--- config.mk ---
export PLATFORM = sky130hd
export DESIGN_NAME = cpu_sequencer_flat
export DESIGN_NICKNAME = d
export VERILOG_FILES = /design/src/rtl/cpu_sequencer_if.sv /design/src/rtl/cpu_sequencer.sv /design/src/flat_wrapper.sv
export SDC_FILE = /design/constraint.sdc
export NUM_CORES = 1
export LEC_CHECK = 0
export CAP_MARGIN = 20
export CORE_UTILIZATION = 45
export CTS_CLUSTER_SIZE = 8
export DETAILED_ROUTE_END_ITERATION = 8
export PLACE_DENSITY = 0.76
export SKIP_CTS_REPAIR_TIMING = 1
export SYNTH_ARGS = -nofsm -noshare
export SYNTH_HDL_FRONTEND = slang
export SYNTH_SLANG_ARGS = --single-unit
export TNS_END_PERCENT = 50
--- constraint.sdc ---
create_clock -name clk -period 2.8 [get_ports clk]
set_input_delay 0.56 -clock clk [delete_from_list [all_inputs] [get_ports clk]]
set_output_delay 0.56 -clock clk [all_outputs]
set_load 0.02 [all_outputs]
--- src/rtl/cpu_sequencer_if.sv ---
// cpu_sequencer_if: instruction-memory, data-memory and mul/div handshakes between the sequencer and the core.
interface cpu_sequencer_if;
  logic        imem_req;
  logic [31:0] imem_addr;
  logic [31:0] imem_rdata;
  logic        imem_ack;
  logic        dmem_req;
  logic        dmem_we;
  logic        dmem_ack;
  logic        alu_start;
  logic        alu_done;
  modport master (
    output imem_req, imem_addr, dmem_req, dmem_we, alu_start,
    input  imem_rdata, imem_ack, dmem_ack, alu_done
  );
  modport slave (
    input  imem_req, imem_addr, dmem_req, dmem_we, alu_start,
    output imem_rdata, imem_ack, dmem_ack, alu_done
  );
endinterface

--- src/rtl/cpu_sequencer.sv ---
// cpu_sequencer: multi-cycle fetch/decode/exec/mem/writeback sequencer with IR, PC and gated write strobes.
// Define SEQ_PERF_CNT_EN to add the retired_cnt/stall_cnt performance counters.
module cpu_sequencer #(
  parameter logic [31:0] RESET_PC = 32'h0000_0000,
  parameter logic [31:0] PC_STEP  = 32'd1
) (
  input  logic        clk,
  input  logic        rst_n,
  cpu_sequencer_if.master bus,
  output logic [31:0] ir,
  output logic [31:0] pc,
  input  logic        dec_jump,
  input  logic        dec_pc_load_imm,
  input  logic [31:0] dec_imm_val,
  input  logic        dec_wr,
  input  logic        dec_memrd,
  input  logic        dec_memwr,
  input  logic [31:0] reg_target,
  output logic        rf_we,
  output logic        instr_retired,
  output logic [2:0]  state_o
`ifdef SEQ_PERF_CNT_EN
  ,
  output logic [31:0] retired_cnt,
  output logic [31:0] stall_cnt
`endif
);
  typedef enum logic [2:0] {
    FETCH     = 3'd0,
    DECODE    = 3'd1,
    EXEC      = 3'd2,
    EXEC_WAIT = 3'd3,
    MEM       = 3'd4,
    WB        = 3'd5
  } state_t;
  state_t      state_q;
  logic [31:0] pc_q, ir_q, imm_q, tgt_q;
  logic        jump_q, pli_q, wr_q;
  logic        mul_op, resolve;
  assign mul_op  = ir_q[31:26] inside {6'd7, 6'd8, 6'd23, 6'd24};
  // Branch flags are captured exactly once, when the execute phase completes.
  assign resolve = (state_q == EXEC && !mul_op) || (state_q == EXEC_WAIT && bus.alu_done);
  always_ff @(posedge clk or negedge rst_n)
    if (!rst_n) begin
      state_q <= FETCH;
      pc_q    <= RESET_PC;
      ir_q    <= '0;
      imm_q   <= '0;
      tgt_q   <= '0;
      jump_q  <= 1'b0;
      pli_q   <= 1'b0;
      wr_q    <= 1'b0;
    end else begin
      case (state_q)
        FETCH:
          if (bus.imem_ack) begin
            ir_q    <= bus.imem_rdata;
            state_q <= DECODE;
          end
        DECODE: state_q <= EXEC;
        EXEC, EXEC_WAIT:
          if (resolve) begin
            jump_q  <= dec_jump;
            pli_q   <= dec_pc_load_imm;
            imm_q   <= dec_imm_val;
            tgt_q   <= reg_target;
            wr_q    <= dec_wr;
            state_q <= (dec_memrd || dec_memwr) ? MEM : WB;
          end else
            state_q <= EXEC_WAIT;
        MEM: if (bus.dmem_ack) state_q <= WB;
        WB: begin
          pc_q    <= jump_q ? (pli_q ? imm_q : tgt_q) : pc_q + PC_STEP;
          state_q <= FETCH;
        end
        default: state_q <= FETCH;
      endcase
    end
  assign bus.imem_req   = state_q == FETCH;
  assign bus.imem_addr  = pc_q;
  assign bus.alu_start  = state_q == EXEC && mul_op;
  assign bus.dmem_req   = state_q == MEM;
  assign bus.dmem_we    = state_q == MEM && dec_memwr;
  assign rf_we          = state_q == WB && wr_q;
  assign instr_retired  = state_q == WB;
  assign state_o        = state_q;
  assign pc             = pc_q;
  assign ir             = ir_q;
`ifdef SEQ_PERF_CNT_EN
  logic [31:0] retired_q, stall_q;
  logic        stall;
  assign stall = (state_q == FETCH && !bus.imem_ack) || (state_q == MEM && !bus.dmem_ack) ||
                 (state_q == EXEC_WAIT && !bus.alu_done);
  always_ff @(posedge clk or negedge rst_n)
    if (!rst_n) begin
      retired_q <= '0;
      stall_q   <= '0;
    end else begin
      retired_q <= retired_q + 32'(instr_retired);
      stall_q   <= stall_q + 32'(stall);
    end
  assign retired_cnt = retired_q;
  assign stall_cnt   = stall_q;
`endif
endmodule

--- src/flat_wrapper.sv ---
// flat-port wrapper written by rule: the top's interface ports become plain ports
module cpu_sequencer_flat 
#(
  parameter logic [31:0] RESET_PC = 32'h0000_0000,
  parameter logic [31:0] PC_STEP  = 32'd1
)
  (clk, rst_n, ir, pc, dec_jump, dec_pc_load_imm, dec_imm_val, dec_wr, dec_memrd, dec_memwr, reg_target, rf_we, instr_retired, state_o, bus_imem_req, bus_imem_addr, bus_dmem_req, bus_dmem_we, bus_alu_start, bus_imem_rdata, bus_imem_ack, bus_dmem_ack, bus_alu_done);
  cpu_sequencer_if bus_i ();
  input  logic clk;
  input  logic rst_n;
  output logic [31:0] ir;
  output logic [31:0] pc;
  input  logic dec_jump;
  input  logic dec_pc_load_imm;
  input  logic [31:0] dec_imm_val;
  input  logic dec_wr;
  input  logic dec_memrd;
  input  logic dec_memwr;
  input  logic [31:0] reg_target;
  output logic rf_we;
  output logic instr_retired;
  output logic [2:0] state_o;
  output wire logic [$bits(bus_i.imem_req)-1:0] bus_imem_req;
  output wire logic [$bits(bus_i.imem_addr)-1:0] bus_imem_addr;
  output wire logic [$bits(bus_i.dmem_req)-1:0] bus_dmem_req;
  output wire logic [$bits(bus_i.dmem_we)-1:0] bus_dmem_we;
  output wire logic [$bits(bus_i.alu_start)-1:0] bus_alu_start;
  input wire logic [$bits(bus_i.imem_rdata)-1:0] bus_imem_rdata;
  input wire logic [$bits(bus_i.imem_ack)-1:0] bus_imem_ack;
  input wire logic [$bits(bus_i.dmem_ack)-1:0] bus_dmem_ack;
  input wire logic [$bits(bus_i.alu_done)-1:0] bus_alu_done;
  assign bus_imem_req = bus_i.imem_req;
  assign bus_imem_addr = bus_i.imem_addr;
  assign bus_dmem_req = bus_i.dmem_req;
  assign bus_dmem_we = bus_i.dmem_we;
  assign bus_alu_start = bus_i.alu_start;
  assign bus_i.imem_rdata = bus_imem_rdata;
  assign bus_i.imem_ack = bus_imem_ack;
  assign bus_i.dmem_ack = bus_dmem_ack;
  assign bus_i.alu_done = bus_alu_done;
  cpu_sequencer #(.RESET_PC(RESET_PC), .PC_STEP(PC_STEP)) u_core (.clk(clk), .rst_n(rst_n), .bus(bus_i), .ir(ir), .pc(pc), .dec_jump(dec_jump), .dec_pc_load_imm(dec_pc_load_imm), .dec_imm_val(dec_imm_val), .dec_wr(dec_wr), .dec_memrd(dec_memrd), .dec_memwr(dec_memwr), .reg_target(reg_target), .rf_we(rf_we), .instr_retired(instr_retired), .state_o(state_o));
endmodule
==> impl_results.md, run 1 <==
* Status: complete, no violations
* Cell Rows at 44
* Post-Syn Area at 6680 sq um
* Setup CP Type: register to output port
* RSZ-0062 raised after global routing: no
* Fmax at 377 MHz
* Largest net degree at the start of global routing at 70
* Seq cells post-synth at 134
* Crit path launch type: register
* Initial core utilization at 46.0%
* Core Footprint at 14500 sq um
* Total power at 11.3 mW
* Post-route minimum period at 2.65 ns
* # IOs at 211
* Total grt overflow at 0
* R2R cell count at 5
* Final Skew at 0.00667 ns
* Root buffer cell: clkbuf_16
* CTS tree: built
* Syn-to-layout area delta at 38.7%
* Post-route DRC violation count at 0
* MaxCap Viol Count at 0
* Max Slew Vio Count at 0
* GPL Wtd Cong at 0.865
* Commonest non-fill, non-tap cells in the layout: 208 x clkdlybuf4s50_1, 132 x dfrtp_1, 98 x mux2_2
* Die ar. at 15300 sq um
* Cells after DPL at 901
* Clk buf depth at 2
* Place WS at 0.190 ns
* DR pass1 iterations at 5
* Ratio of cells with drive above 1 in the final layout at 20.5%
* Total Wirelength at 17100 microns
* Leak at 3.75 nW
* WP data required at 2.24 ns
* Antenna cell count at 0
* Commonest non-fill, non-tap cell in the layout: clkdlybuf4s50_1
* Vias in the first global route at 5192
* Area occupied by multi-input gates at 2860 sq um
* Tcrit/Tclk final at 94.7%
* Die height at 124 microns
* Worst vdd ir at 0.000837 V
* Number of port buffers at 210
* First-pass GRT wire length at 27100 microns
* Routed len/inst at 18.4 microns
* Hold Fails Final Rpt at 0
* Post-synth EDFFs at 0
* Register Area at 3360 sq um
* Register area share after synthesis at 50.2%
* Actual slew at the worst max-slew pin at 0.652 ns
* Worst hold path class: input port to async pin
* Post-route antenna net violation count at 0
* WP data arrival at 2.09 ns
* Initial antenna violation count at 0
* Via count at 5268
* Final setup TNS at 0 ns
* CTS Sinks at 134
* Worst-path clk slew at 0.05 ns
* RR Startpoint: u_core.bus.imem_addr[0]$_DFFE_PN0P_
* Fraction of registers with async set/reset at 100%
* Fill cells at 1128
* CP Capture Type: output port
* Worst skew pair latency at 0.42 ns
* CTS Buf Count at 17
* Yosys Warn Count at 0
* Initial DRC count at 503
* H-tree depth at 4
* Finish-stage setup viols at 0
* Post-DP HPWL at 12100 microns
* Reg-to-reg slack, setup at 0.43 ns
* Post-route non-filler standard cell count at 931
* Pwr Density at 1210 nW/um^2
* Mapped Avg Cell Area at 11.8 sq um
* Width of the die at 124 microns
* Crit-path max FO at 4
* Final Hold Slack at 0.127 ns
* Reg-to-Reg End: u_core.bus.imem_addr[20]$_DFFE_PN0P_
* Setup ws final at 0.148 ns
* Rel. slew slack at 56.5%
* Dominant synthesized flop cell: dfrtp_1
* Via density per instance at 5.66
* GR Util All Layers at 23.5%
* Mapped Cells at 568
* Layout Nets at 843
* Post-synthesis cell type count at 51
* Syn_nets at 675
[per-layer routing]
layer	GRT usage, %	share of wire [%]	vias to the layer above	wire length [microns]
met5	0	0	-	0
met4	9.79	2.1	0	361
met3	8.33	8.6	30	1470
met2	36.6	47	257	8080
met1	29.5	42	2557	7210
li1	-	-	2424	-
[through the flow]
stage | util (%) | area [sq um]
floorplan | - | 6680
global placement | 59.8 | 8700
detailed placement | 59.8 | 8700
CTS | 63.7 | 9270
global route | 63.8 | 9270
finish | 63.8 | 9270
[cell usage after synthesis (3+ instances only)]
master,count,area share [%]
o311ai_0,5,0.66
a21oi_1,20,1.5
buf_1,6,0.34
buf_4,38,4.3
nor4_1,9,0.84
nand2b_1,5,0.47
nand2_1,18,1.0
a211oi_1,9,1.0
or4_1,5,0.56
nand3_1,27,2.0
clkbuf_1,16,0.90
a22oi_1,3,0.34
dfrtp_1,134,50
mux2_4,8,1.8
mux2_2,98,17
o41ai_1,3,0.39
nor2b_1,6,0.56
mux2i_1,23,3.4
nand4_1,8,0.75
and4_1,3,0.39
and2_1,3,0.28
buf_2,9,0.67
o31ai_1,7,0.79
a22o_1,3,0.39
and3_1,9,0.84
inv_1,4,0.22
a311oi_1,4,0.52
o211ai_1,8,0.90
o21ai_0,17,1.3
nor3_1,17,1.3
nor2_1,13,0.73
or3_1,5,0.47
[cell type report]
| class | instances | share of cell area (%) |
|---|---|---|
| timing repair buffer | 220 | 24.1 |
| clock inverter | 11 | 1.46 |
| clock buffer | 19 | 4.67 |
| multi-input combinational | 358 | 30.9 |
| tap | 184 | 2.48 |
| sequential | 134 | 36.2 |
| inverter | 5 | 0.203 |
[kinds of logic (layout without fill, tap and decap cells)]
family	after synthesis	in the layout	share of synthesized area, %
adders and majority gates	1	1	0.187
and+or+nand+nor	135	135	11.2
buffers and inverters	76	255	6.99
DFF	134	134	50.2
AOI/OAI and AO/OA	93	93	9.63
muxes	129	129	21.8
[flip-flops by register name, indices dropped and copies added, names as in the netlist]
| signal | count |
|---|---|
| u_core.bus.imem_addr | 32 |
| u_core.imm_q | 32 |
| u_core.ir | 32 |
| u_core.jump_q | 1 |
| u_core.pli_q | 1 |
| u_core.state_o | 3 |
| u_core.tgt_q | 32 |
| u_core.wr_q | 1 |
[worst max-delay path by stage]
stage                                  start            end  slack, ns  cells past startpoint
5_1_grt        u_core.state_o[1]$_DFFE_PN0P_          rf_we       0.05                      4
3_3_place_gp       u_core.ir[26]$_DFFE_PN0P_  bus_alu_start       0.24                      4
2_1_floorplan  u_core.state_o[1]$_DFFE_PN0P_          rf_we       0.56                      5
6_report           u_core.ir[26]$_DFFE_PN0P_  bus_alu_start       0.15                      4
3_5_place_dp       u_core.ir[26]$_DFFE_PN0P_  bus_alu_start       0.19                      4
4_1_cts            u_core.ir[26]$_DFFE_PN0P_  bus_alu_start      -0.27                      4
[power breakdown]
group / internal [mW] / switching [mW] / total [mW]
Combinational: 2.79 / 2.44 / 5.22
Clock: 1.38 / 0.795 / 2.17
Sequential: 2.90 / 0.956 / 3.86
[worst max-delay path: stages (launching register included)]
cell and delay, ns:
dfrtp_1 0.41, or4b_1 0.56, a211oi_2 0.29, and3_1 0.20
dlymetal6s2s_1 0.22
Note: power is estimated with default switching activity, not from simulation.
==> run 2, diff against run 1 <==
- CTS_CLUSTER_DIAMETER: not set -> 100
==> results of run 2 <==
Same layout as run 1: the final DEF is identical, and so are final timing and power.
